--- src/rtl/countdown_timer_ctrl.sv ---
// Two-digit BCD countdown timer controller: load / run / pause / alarm sequencing.
// Optional periodic mode: define AUTO_RELOAD_EN to restart from the last load after ALARM.
module countdown_timer_ctrl #(
  parameter int unsigned ALARM_CYCLES = 4,
  parameter int unsigned TENS_MAX     = 9
) (
  input  logic       clk,
  input  logic       mr,
  input  logic       start,
  input  logic       pause,
  input  logic       load,
  input  logic [7:0] load_val,
  input  logic       tick,
  output logic [3:0] q_tens,
  output logic [3:0] q_ones,
  output logic [1:0] state,
  output logic       busy,
  output logic       done,
  output logic       alarm
);

  localparam logic [1:0] StIdle  = 2'b00;
  localparam logic [1:0] StRun   = 2'b01;
  localparam logic [1:0] StPause = 2'b10;
  localparam logic [1:0] StAlarm = 2'b11;

  localparam logic [3:0] TensMax   = 4'(TENS_MAX);
  localparam logic [7:0] AlarmLast = 8'(ALARM_CYCLES - 1);

  logic [1:0] state_q, state_d;
  logic [3:0] tens_q, tens_d;
  logic [3:0] ones_q, ones_d;
  logic [7:0] acnt_q, acnt_d;
  logic       done_q, done_d;
  logic       busy_q, alarm_q;
  logic [3:0] ld_tens, ld_ones;
  logic       nonzero;

`ifdef AUTO_RELOAD_EN
  logic [7:0] reload_q, reload_d;
`endif

  always_comb begin
    ld_tens = (load_val[7:4] > TensMax) ? TensMax : load_val[7:4];
    ld_ones = (load_val[3:0] > 4'd9) ? 4'd9 : load_val[3:0];
    nonzero = (tens_q != 4'd0) || (ones_q != 4'd0);
  end

  always_comb begin
    state_d = state_q;
    tens_d  = tens_q;
    ones_d  = ones_q;
    acnt_d  = acnt_q;
    done_d  = 1'b0;
`ifdef AUTO_RELOAD_EN
    reload_d = reload_q;
`endif
    case (state_q)
      StIdle: begin
        if (load) begin
          tens_d = ld_tens;
          ones_d = ld_ones;
`ifdef AUTO_RELOAD_EN
          reload_d = {ld_tens, ld_ones};
`endif
        end else if (start && nonzero) begin
          state_d = StRun;
        end
      end
      StRun: begin
        if (pause) begin
          state_d = StPause;
        end else if (tick) begin
          if (tens_q == 4'd0 && ones_q == 4'd1) begin
            ones_d  = 4'd0;
            state_d = StAlarm;
            acnt_d  = 8'd0;
            done_d  = 1'b1;
          end else if (ones_q != 4'd0) begin
            ones_d = ones_q - 4'd1;
          end else if (tens_q != 4'd0) begin
            ones_d = 4'd9;
            tens_d = tens_q - 4'd1;
          end
        end
      end
      StPause: begin
        if (load) begin
          tens_d = ld_tens;
          ones_d = ld_ones;
`ifdef AUTO_RELOAD_EN
          reload_d = {ld_tens, ld_ones};
`endif
        end else if (start) begin
          state_d = nonzero ? StRun : StIdle;
        end
      end
      default: begin
        // Alarm length is counted in clk cycles; tick and keys have no effect here.
        if (acnt_q == AlarmLast) begin
`ifdef AUTO_RELOAD_EN
          tens_d  = reload_q[7:4];
          ones_d  = reload_q[3:0];
          state_d = (reload_q != 8'd0) ? StRun : StIdle;
`else
          tens_d  = 4'd0;
          ones_d  = 4'd0;
          state_d = StIdle;
`endif
        end else begin
          acnt_d = acnt_q + 8'd1;
        end
      end
    endcase
  end

  always_ff @(posedge clk) begin
    if (mr) begin
      state_q <= StIdle;
      tens_q  <= 4'd0;
      ones_q  <= 4'd0;
      acnt_q  <= 8'd0;
      done_q  <= 1'b0;
      busy_q  <= 1'b0;
      alarm_q <= 1'b0;
`ifdef AUTO_RELOAD_EN
      reload_q <= 8'd0;
`endif
    end else begin
      state_q <= state_d;
      tens_q  <= tens_d;
      ones_q  <= ones_d;
      acnt_q  <= acnt_d;
      done_q  <= done_d;
      busy_q  <= (state_d == StRun) || (state_d == StPause);
      alarm_q <= (state_d == StAlarm);
`ifdef AUTO_RELOAD_EN
      reload_q <= reload_d;
`endif
    end
  end

  assign q_tens = tens_q;
  assign q_ones = ones_q;
  assign state  = state_q;
  assign busy   = busy_q;
  assign done   = done_q;
  assign alarm  = alarm_q;

endmodule
--- config.mk ---
export PLATFORM = sky130hd
export DESIGN_NAME = countdown_timer_ctrl
export DESIGN_NICKNAME = d
export VERILOG_FILES = /design/src/rtl/countdown_timer_ctrl.sv
export SDC_FILE = /design/constraint.sdc
export NUM_CORES = 1
export LEC_CHECK = 0
export BUFFER_PORTS_ARGS = -buffer_cell sky130_fd_sc_hd__clkbuf_2
export CAP_MARGIN = 20
export CORE_MARGIN = 2
export CORE_UTILIZATION = 52
export DETAILED_ROUTE_END_ITERATION = 10
export GPL_TIMING_DRIVEN = 1
export PLACE_DENSITY = 0.78
export RECOVER_POWER = 50
export SLEW_MARGIN = 10
export SYNTH_ARGS = -nofsm -noshare
export SYNTH_HDL_FRONTEND = slang
export SYNTH_SLANG_ARGS = --single-unit
--- constraint.sdc ---
create_clock -name clk -period 2.5 [get_ports clk]
set_input_delay 0.5 -clock clk [delete_from_list [all_inputs] [get_ports clk]]
set_output_delay 0.5 -clock clk [all_outputs]
set_load 0.02 [all_outputs]
Word level (Yosys, flattened, before mapping) --
Index checks and enable logic that the tools add are counted.
Operators by class: add/sub/neg operators 3, order comparisons 2, equality and inequality tests 16, muxes and demuxes 33, bitwise gates (word level) 3, reduce and logical (&&, ||, !) cells 14
Operator list (number):
- 4-bit two-way mux | 15
- 8-bit two-way mux | 4
- 2-bit two-way mux | 8
- 4-bit case mux with 2 select lines | 2
- 8-bit case mux with 2 select lines | 1
- 2-bit inequality test, second input constant | 6
- 5-bit AND reduction | 2
- 8-bit by 1-bit adder with 8-bit output, second input constant | 1
- 8-bit by 2-bit equality test with 1-bit output, second input constant | 1
- 4-bit > comparator, second input constant | 2
- 4-bit nonzero test | 2
- 4-bit by 1-bit subtractor with 4-bit output, second input constant | 2
- 7-bit AND reduction | 1
- 2-bit equality test, second input constant | 3
- 2-bit case mux with 3 select lines | 1
- 2-bit by 1-bit equality test with 1-bit output, second input constant | 2
- 4-bit by 1-bit equality test with 1-bit output, second input constant | 1
- 4-bit zero test | 1
- 2-bit by 1-bit inequality test with 1-bit output, second input constant | 2
- 4-bit inequality test, second input constant | 1
- 4-bit OR reduction | 1
- 1-bit NOT | 3
- 3-bit nonzero test | 1
- 1-bit logical AND | 2
- other kinds (4) | 6
Word-level totals: flip-flop bits (word level) 21, output and inout port bits 13, word-level logic and storage cells 78

Depth between registers and ports, before layout --
Gate-level depths: netlist of the first run.
word-level depth 8, mapped depth 7, mapped depth without buffers 7

Least setup slack after synthesis of the first run --
Ideal clock, no wire load.
kind flip-flop to flip-flop, from register tens_q[0] (netlist: q_tens[0]), to register busy_q (netlist: busy), arrival 1.750 ns, required time 2.386 ns, setup slack 0.636 ns, stages on the path, launching flop included 8, period minus slack after synthesis 1.864 ns, cell sequence dfxtp_1 inv_1 ha_1 nor3b_1 a21oi_1 or3_1 ha_1 nor2b_1
Between the ends: word-level cells in the longest chain between the ends 8, elaborated cells on any way between the ends 17
RTL lines:
- start, declared | RTL line 31 | logic [3:0] tens_q, tens_d;
- start signal, assigned | RTL line 131 | tens_q <= tens_d;
- 4-bit nonzero test or 4-bit zero test (tied branches) | RTL line 46, 74
- 1-bit logical OR or 1-bit logical AND (tied branches) | RTL line 46, 74
- 1-bit two-way mux, or another cell as far along | RTL line 95 | state_d = nonzero ? StRun : StIdle;
- 2-bit two-way mux (on tied branches) | RTL line 94, 66, 73
- 2-bit two-way mux (on tied branches) | RTL line 88, 60, 71
- 2-bit case mux with 3 select lines * | RTL line 58 | case (state_q)
- 2-bit by 1-bit equality test with 1-bit output or 2-bit equality test (tied branches) | RTL line 135 | busy_q <= (state_d == StRun) || (state_d == StPause);
- 1-bit logical OR * | RTL line 135
- end signal, assigned | RTL line 135
- end, declared | RTL line 35 | logic busy_q, alarm_q;
Every way passes the cells marked *; elsewhere a longest branch is shown, timed or not. A chain may end at the register's enable or synchronous reset.

Worst setup path after layout of the first run --
Same ends and word-level chain as after synthesis.

==> results of run 1 <==
-- power groups by stage --
stage / registers [mW] / clock network, mW / logic [mW]
final: 0.390 / 0.163 / 0.207
after global routing: 0.395 / 0.182 / 0.231
after CTS: 0.390 / 0.168 / 0.213
after detailed placement: 0.398 / 0 / 0.212
after global placement: 0.396 / 0 / 0.209
after floorplan: 0.411 / 0 / 0.141
-- stage by stage --
step | instances | area [um^2] | power (mW)
floorplan | 137 | 1200 | 0.551
global placement | 188 | 1340 | 0.605
detailed placement | 188 | 1340 | 0.610
CTS | 192 | 1360 | 0.771
global route | 192 | 1340 | 0.808
finish | 192 | 1340 | 0.761
-- final cells by class --
class | instances | area [um^2]
clock buffers | 4 | 26.3
well taps | 28 | 35.0
multi-input cells | 110 | 736
flip-flops and latches | 21 | 420
inverters | 3 | 11.3
repair buffers | 26 | 114
fillers | 210 | 848
-- cell families (layout without fill, tap and decap cells) --
family	after synthesis	in the layout	share of synthesized area (%)
buffers and inverters	6	33	3.24
adders and majority gates	3	3	3.14
and+or+nand+nor	66	66	32.9
muxes	1	1	0.836
AOI/OAI and AO/OA	33	33	19.6
DFF	21	21	35.1
xor gates and xnor gates	7	7	5.12
-- registers in the layout (all words and copies together), names as in the netlist --
name and flops:
done 1, alarm 1, q_tens 4, q_ones 4, busy 1, acnt_q 8
state 2
-- cell usage after synthesis (2+ instances only) --
cell,instances
inv_1,3
nand2_1,9
a22o_1,2
nor3b_1,3
a31oi_1,2
nand3b_1,2
nor3_1,3
nor4b_1,2
a211oi_1,3
and3_1,4
nand3_1,6
nand2b_1,3
dfxtp_1,21
ha_1,3
nor2b_1,4
o21ai_0,7
a21oi_1,9
nor2_1,19
xor2_1,6
a21oi_2,2
-- worst max-delay path by stage --
stage / from / endpoint / cells after the start
6_report: q_tens[0] / busy / 7
5_1_grt: acnt_q[0] / q_ones[0] / 6
4_1_cts: q_tens[0] / busy / 7
3_5_place_dp: q_tens[0] / busy / 7
3_3_place_gp: q_tens[0] / busy / 7
2_1_floorplan: q_tens[0] / busy / 7
-- tightest hold or removal path: cells and delay by family --
family | cells | cell delay, ns
AO/OA/AOI/OAI | 2 | 0.22
buffers and inverters | 1 | 0.08
-- routing by layer --
metal,up-vias,track usage (%)
li1,550,-
met1,489,25.8
met2,40,34.6
met3,4,4.02
met4,0,7.89
met5,-,0
-- cells in the final DEF (no fill, tap or decap), drive strengths merged, types with 4 or more instances in the layout --
master and instances:
clkbuf 30, dfxtp 21, nand2 9, nor2 19, a211oi 4, nand3 6, and3 4, nand2b 4
o21ai 8, nor2b 5, a21oi 11, xor2 6, nor3 4
==> impl_metrics.ini, run 1 <==
[status]
status = finished, final reports clean

[critical_path]
path_cells = inv_1 > ha_1 > nor3b_1 > a21oi_1 > or3_1 > ha_1 > nor2b_1
critPathMaxFanout = 4
slowest_stage = or3_1
critPathMaxStageDelay_ns = 0.38
cp-end-kind = flop
worstPathRequired_ns = 2.70
critPathLaunchType = flop
critPathBufInv = 1
cp_top_family = simple AND/OR/NAND/NOR gates
crit_type = flop to flop
reg2reg_from = q_tens[0]
reg2reg_to = busy
cpMostUsedCell = ha_1
cp.arrival_ns = 2.15
rrSetupSlack_ns = 0.55
r2r_cells = 7

[worst_hold_path]
min_from = load_val[0]
worstHoldPathType = primary input to flop
holdPathStages = 3
hold-path-endpoint = q_ones[0]

[yosys]
ys_ff_latch = 21
synth.cell_area_um2 = 1200
synth_area_per_cell_um2 = 8.74
ys.flop_type = dfxtp_1
synth.largest_area_cell = dfxtp_1
yosysSeqAreaShare_pct = 35.1
syn_inst = 137
ys_warn_count = 0
synthArstFlopShare_pct = 0
synth_top_area_share_pct = 35.1
synth_nets = 154
synth_area_leaders = dfxtp_1 35%, nor2_1 6.0%, xor2_1 4.4%
synth_edf_count = 0
ys_types = 44

[final_layout]
nNetsFinal = 182
layout-area-overhead-vs-synth_pct = 12.1
drive_above_1_share_pct = 16.5
antenna_cells = 0
postLayoutCoreUtil_pct = 61.3

[detailed_routing]
drc = 0
drt-vias-per-instance = 5.64
met3_length_um = 130
drtAntennaViolNets = 0
dr.pass1.iters = 4
wire_per_inst_um = 13.2
wl_met1_mm = 1.20
vias = 1083
routed_wl_mm = 2.54
dr_wl_met2_mm = 1.17
drtIter0Drc = 29
dr.max_layer_used = met4

[clocking]
postCtsSetupBuffers = 0
max-clock-path-buffers = 2
cts_root_buffer = clkbuf_4
cts_num_sinks = 21
hold_buffers = 0
h-tree-depth = 1
clk_pin_slew_ns = 0.12
cts_tree = built
cts_resized = 0
worstSkewPairLatency_ns = 0.30
cts_made_buffers = 3

[global_route]
grt_max_degree = 18
grt_pass1_vias = 952
grt-ovfl-total = 0
groute.usage.overall_pct = 20.6
grt_pass1_wl_mm = 4.15
grt_antenna_before_repair = 0

[power_and_ir_drop]
power_switching_mw = 0.257
power_density_nw_per_um2 = 567
peakVddDrop_mv = 0.397
combPwrFrac_pct = 27.2
power.static_leakage_nw = 0.523
clkPwrFrac_pct = 21.5
sw_frac_of_total_pct = 33.7
internal_power_mw = 0.504
sequentialPowerShare_pct = 51.3

[place]
portBuffers = 26
pre_cts_ws_ns = 0.545
place_hpwl_mm = 1.87
gp_congestion = 0.845

[floorplanning]
die_x_um = 52.0
placementRows = 17
core_um2 = 2190
start_util_pct = 54.7
die_area_um2 = 2700
io_pins = 27
die_y_um = 52.0

[sta]
finalCritPeriodShare_pct = 77.9
clock_skew_ns = 0.0113
worst_slack_ns = 0.552
slew_violations = 0
rsz0062_at_grt = false
slew_headroom_pct = 66.9
fin_tns_setup_ns = 0
finalHoldViolCount = 0
finalSetupViolCount = 0
tightestPinTransition_ns = 0.496
whs_ns = 0.518
fmax_mhz = 513
fin_crit_ns = 1.95

[run]
drv_cap = 0
No activity file was read; power rests on OpenSTA's default activity.
==> inputs of run 2 (changes only) <==
Settings changed: ABC_AREA set to 1, CORE_UTILIZATION 52 to 55, PLACE_DENSITY 0.78 to 0.8.
Clock period 2.5 ns to 1.8 ns, I/O delays scaled along.
==> run 2 against run 1 <==
Compared with the run above:
- design area increased by 22%
- critical endpoint unchanged
- sequential power rose by 37%
- via count grew 34%
==> impl_metrics.ini, run 2 <==
[yosys]
ys_types = 27
synth_top_area_share_pct = 29.0
synth_fa_ha_area_share_pct = 2.59
yosysSeqAreaShare_pct = 29.0
synth_top_family_by_area = simple AND/OR/NAND/NOR gates
synth_edf_count = 0
synth_area_leaders = dfxtp_1 29%, nand2_1 19%, nor2_1 12%
ys_ff_latch = 21
yosysMostFrequentCell = nand2_1
synth.largest_area_cell = dfxtp_1
ys_top_cells_by_count = 74 x nand2_1, 45 x nor2_1, 26 x inv_1, 21 x dfxtp_1, 17 x nand3_1
synth_compound_area_share_pct = 8.64
ys_warn_count = 0
ys.flop_type = dfxtp_1
synth.cell_area_um2 = 1450
synth_area_per_cell_um2 = 6.04
synth-simple-area-share_pct = 49.2
synthXorXnorAreaFrac_pct = 1.21
syn_inst = 240
synth_nets = 257
synthArstFlopShare_pct = 0
synthMuxAreaShare_pct = 0

[place]
dpl_cell_area_um2 = 1620
portBuffers = 26
dp.cells = 295
place_hpwl_mm = 2.38
gp_congestion = 0.851
pre_cts_ws_ns = 0.164

[floorplanning]
die_y_um = 55.3
start_util_pct = 58.5
die_area_um2 = 3060
io_pins = 27
core_um2 = 2480
placementRows = 18
die_x_um = 55.3

[final_layout]
nNetsFinal = 287
mostFrequentLayoutCells = 74 x nand2_1, 44 x nor2_1, 27 x inv_1, 19 x dfxtp_1, 17 x nand3_1
layout_commonest_cell = nand2_1
stdcell_count = 299
largest_reg_flops = 8
antenna_cells = 0
final_cell_area_um2 = 1630
layout-area-overhead-vs-synth_pct = 12.8
max_flop_register = acnt_q
drive_above_1_share_pct = 16.7

[sta]
worst_slack_ns = 0.121
slew_violations = 0
rsz0062_at_grt = false
fin_crit_ns = 1.68
finalSetupViolCount = 0
tightestPinTransition_ns = 0.363
finalHoldViolCount = 0
fmax_mhz = 596
fin_tns_setup_ns = 0
slew_headroom_pct = 75.6
clock_skew_ns = 0.0111
finalCritPeriodShare_pct = 93.3

[detailed_routing]
drc = 0
drtIter0Drc = 82
dr.pass1.iters = 4
vias = 1452
drtAntennaViolNets = 0
wire_per_inst_um = 10.9
drt-vias-per-instance = 4.86
routed_wl_mm = 3.26

[critical_path]
r2r_cells = 11
reg2reg_from = q_tens[0]
critPathLaunchType = flop
reg2reg_to = busy
crit_start = q_tens[0]
rrSetupSlack_ns = 0.12
critPathMaxStageDelay_ns = 0.39
cp-end-kind = flop
worstPathRequired_ns = 2.01
slowest_stage = dfxtp_1
cp.arrival_ns = 1.89
path_cells = inv_1 > ha_1 > nand2_1 > nor2_1 > nand2_1 > nor2_1 > nor2_2 > inv_1 > ha_1 > inv_1 > nor2_1
crit_type = flop to flop
critPathMaxFanout = 4

[power_and_ir_drop]
power_density_nw_per_um2 = 706
power.static_leakage_nw = 0.815
total_power_mw = 1.15
peakVddDrop_mv = 0.508

[global_route]
grt-ovfl-total = 0
grt_pass1_vias = 1280
grt_antenna_before_repair = 0
grt_max_degree = 17
grt_pass1_wl_mm = 5.39
groute.usage.overall_pct = 21.5

[run]
drv_cap = 0

[clocking]
worstSkewPairLatency_ns = 0.32
cts_root_buffer = clkbuf_4
h-tree-depth = 1
cts_tree = built
clk_pin_slew_ns = 0.13
cts_made_buffers = 3
max-clock-path-buffers = 2
cts_num_sinks = 21

[worst_hold_path]
min_from = pause
hold-path-endpoint = done
worstHoldPathType = primary input to flop
holdPathStages = 2

[status]
status = finished, final reports clean
==> run 2: changes by cell type after synthesis, sizes merged, moves of 4 or more <==
cell | previous run | this run
nand2 | 9 | 82
nor2 | 19 | 52
inv | 3 | 31
nand3 | 6 | 19
nor2b | 5 | 0
a211oi | 4 | 0
and3 | 4 | 0
nand2b | 4 | 0
xor2 | 6 | 2
==> run 2: metal layers <==
| layer | track usage, % | up-vias | routed length [um] |
|---|---|---|---|
| met3 | 2.58 | 7 | 143 |
| met5 | 0 | - | 0 |
| li1 | - | 802 | - |
| met1 | 30.7 | 609 | 1660 |
| met4 | 9.76 | 0 | 48 |
| met2 | 32.3 | 34 | 1410 |
==> run 2: how the worst max path moves through the flow <==
stage	end
2_1_floorplan	busy
3_3_place_gp	busy
3_5_place_dp	busy
4_1_cts	busy
5_1_grt	busy
6_report	busy
==> run 2: stage by stage <==
step / utilization [%] / hold WS, ns
finish: 66.0 / 0.325
global route: 66.0 / 0.304
CTS: 66.3 / 0.318
detailed placement: 65.2 / 0.478
global placement: 65.2 / 0.471
floorplan: - / 0.429
==> run 2: final cells by class <==
cell class	instances	area [um^2]
clock inverter	1	5.00
timing repair buffer	28	129
fill	261	843
multi-input combinational	185	898
tap	30	37.5
inverter	31	119
sequential	21	423
clock buffer	3	22.5
==> run 2: worst max-delay path, delay by kind of cell (launching register included) <==
kind / cells / cell delay (ns)
and+or+nand+nor: 6 / 0.48
adders and majority gates: 2 / 0.51
DFF: 1 / 0.39
buffers and inverters: 3 / 0.18
==> run 2: report_power, final <==
group | internal (mW) | switching, mW
Clock | 0.0833 | 0.162
Sequential | 0.495 | 0.0375
Combinational | 0.128 | 0.249
==> run 2: cells by family after synthesis <==
kind of cell | count (synthesis)
buffers and inverters | 34
AND/OR/NAND/NOR | 157
flip-flops | 21
AO/OA/AOI/OAI | 23
XOR/XNOR | 2
adder cells (fa/ha/maj) | 3
==> run 2: what timing repair did <==
item                                    CTS  global route
gates resized for setup                   0             5
buffers inserted                          0             0
endpoints found under the setup margin    0             1
hold buffers                              0             0
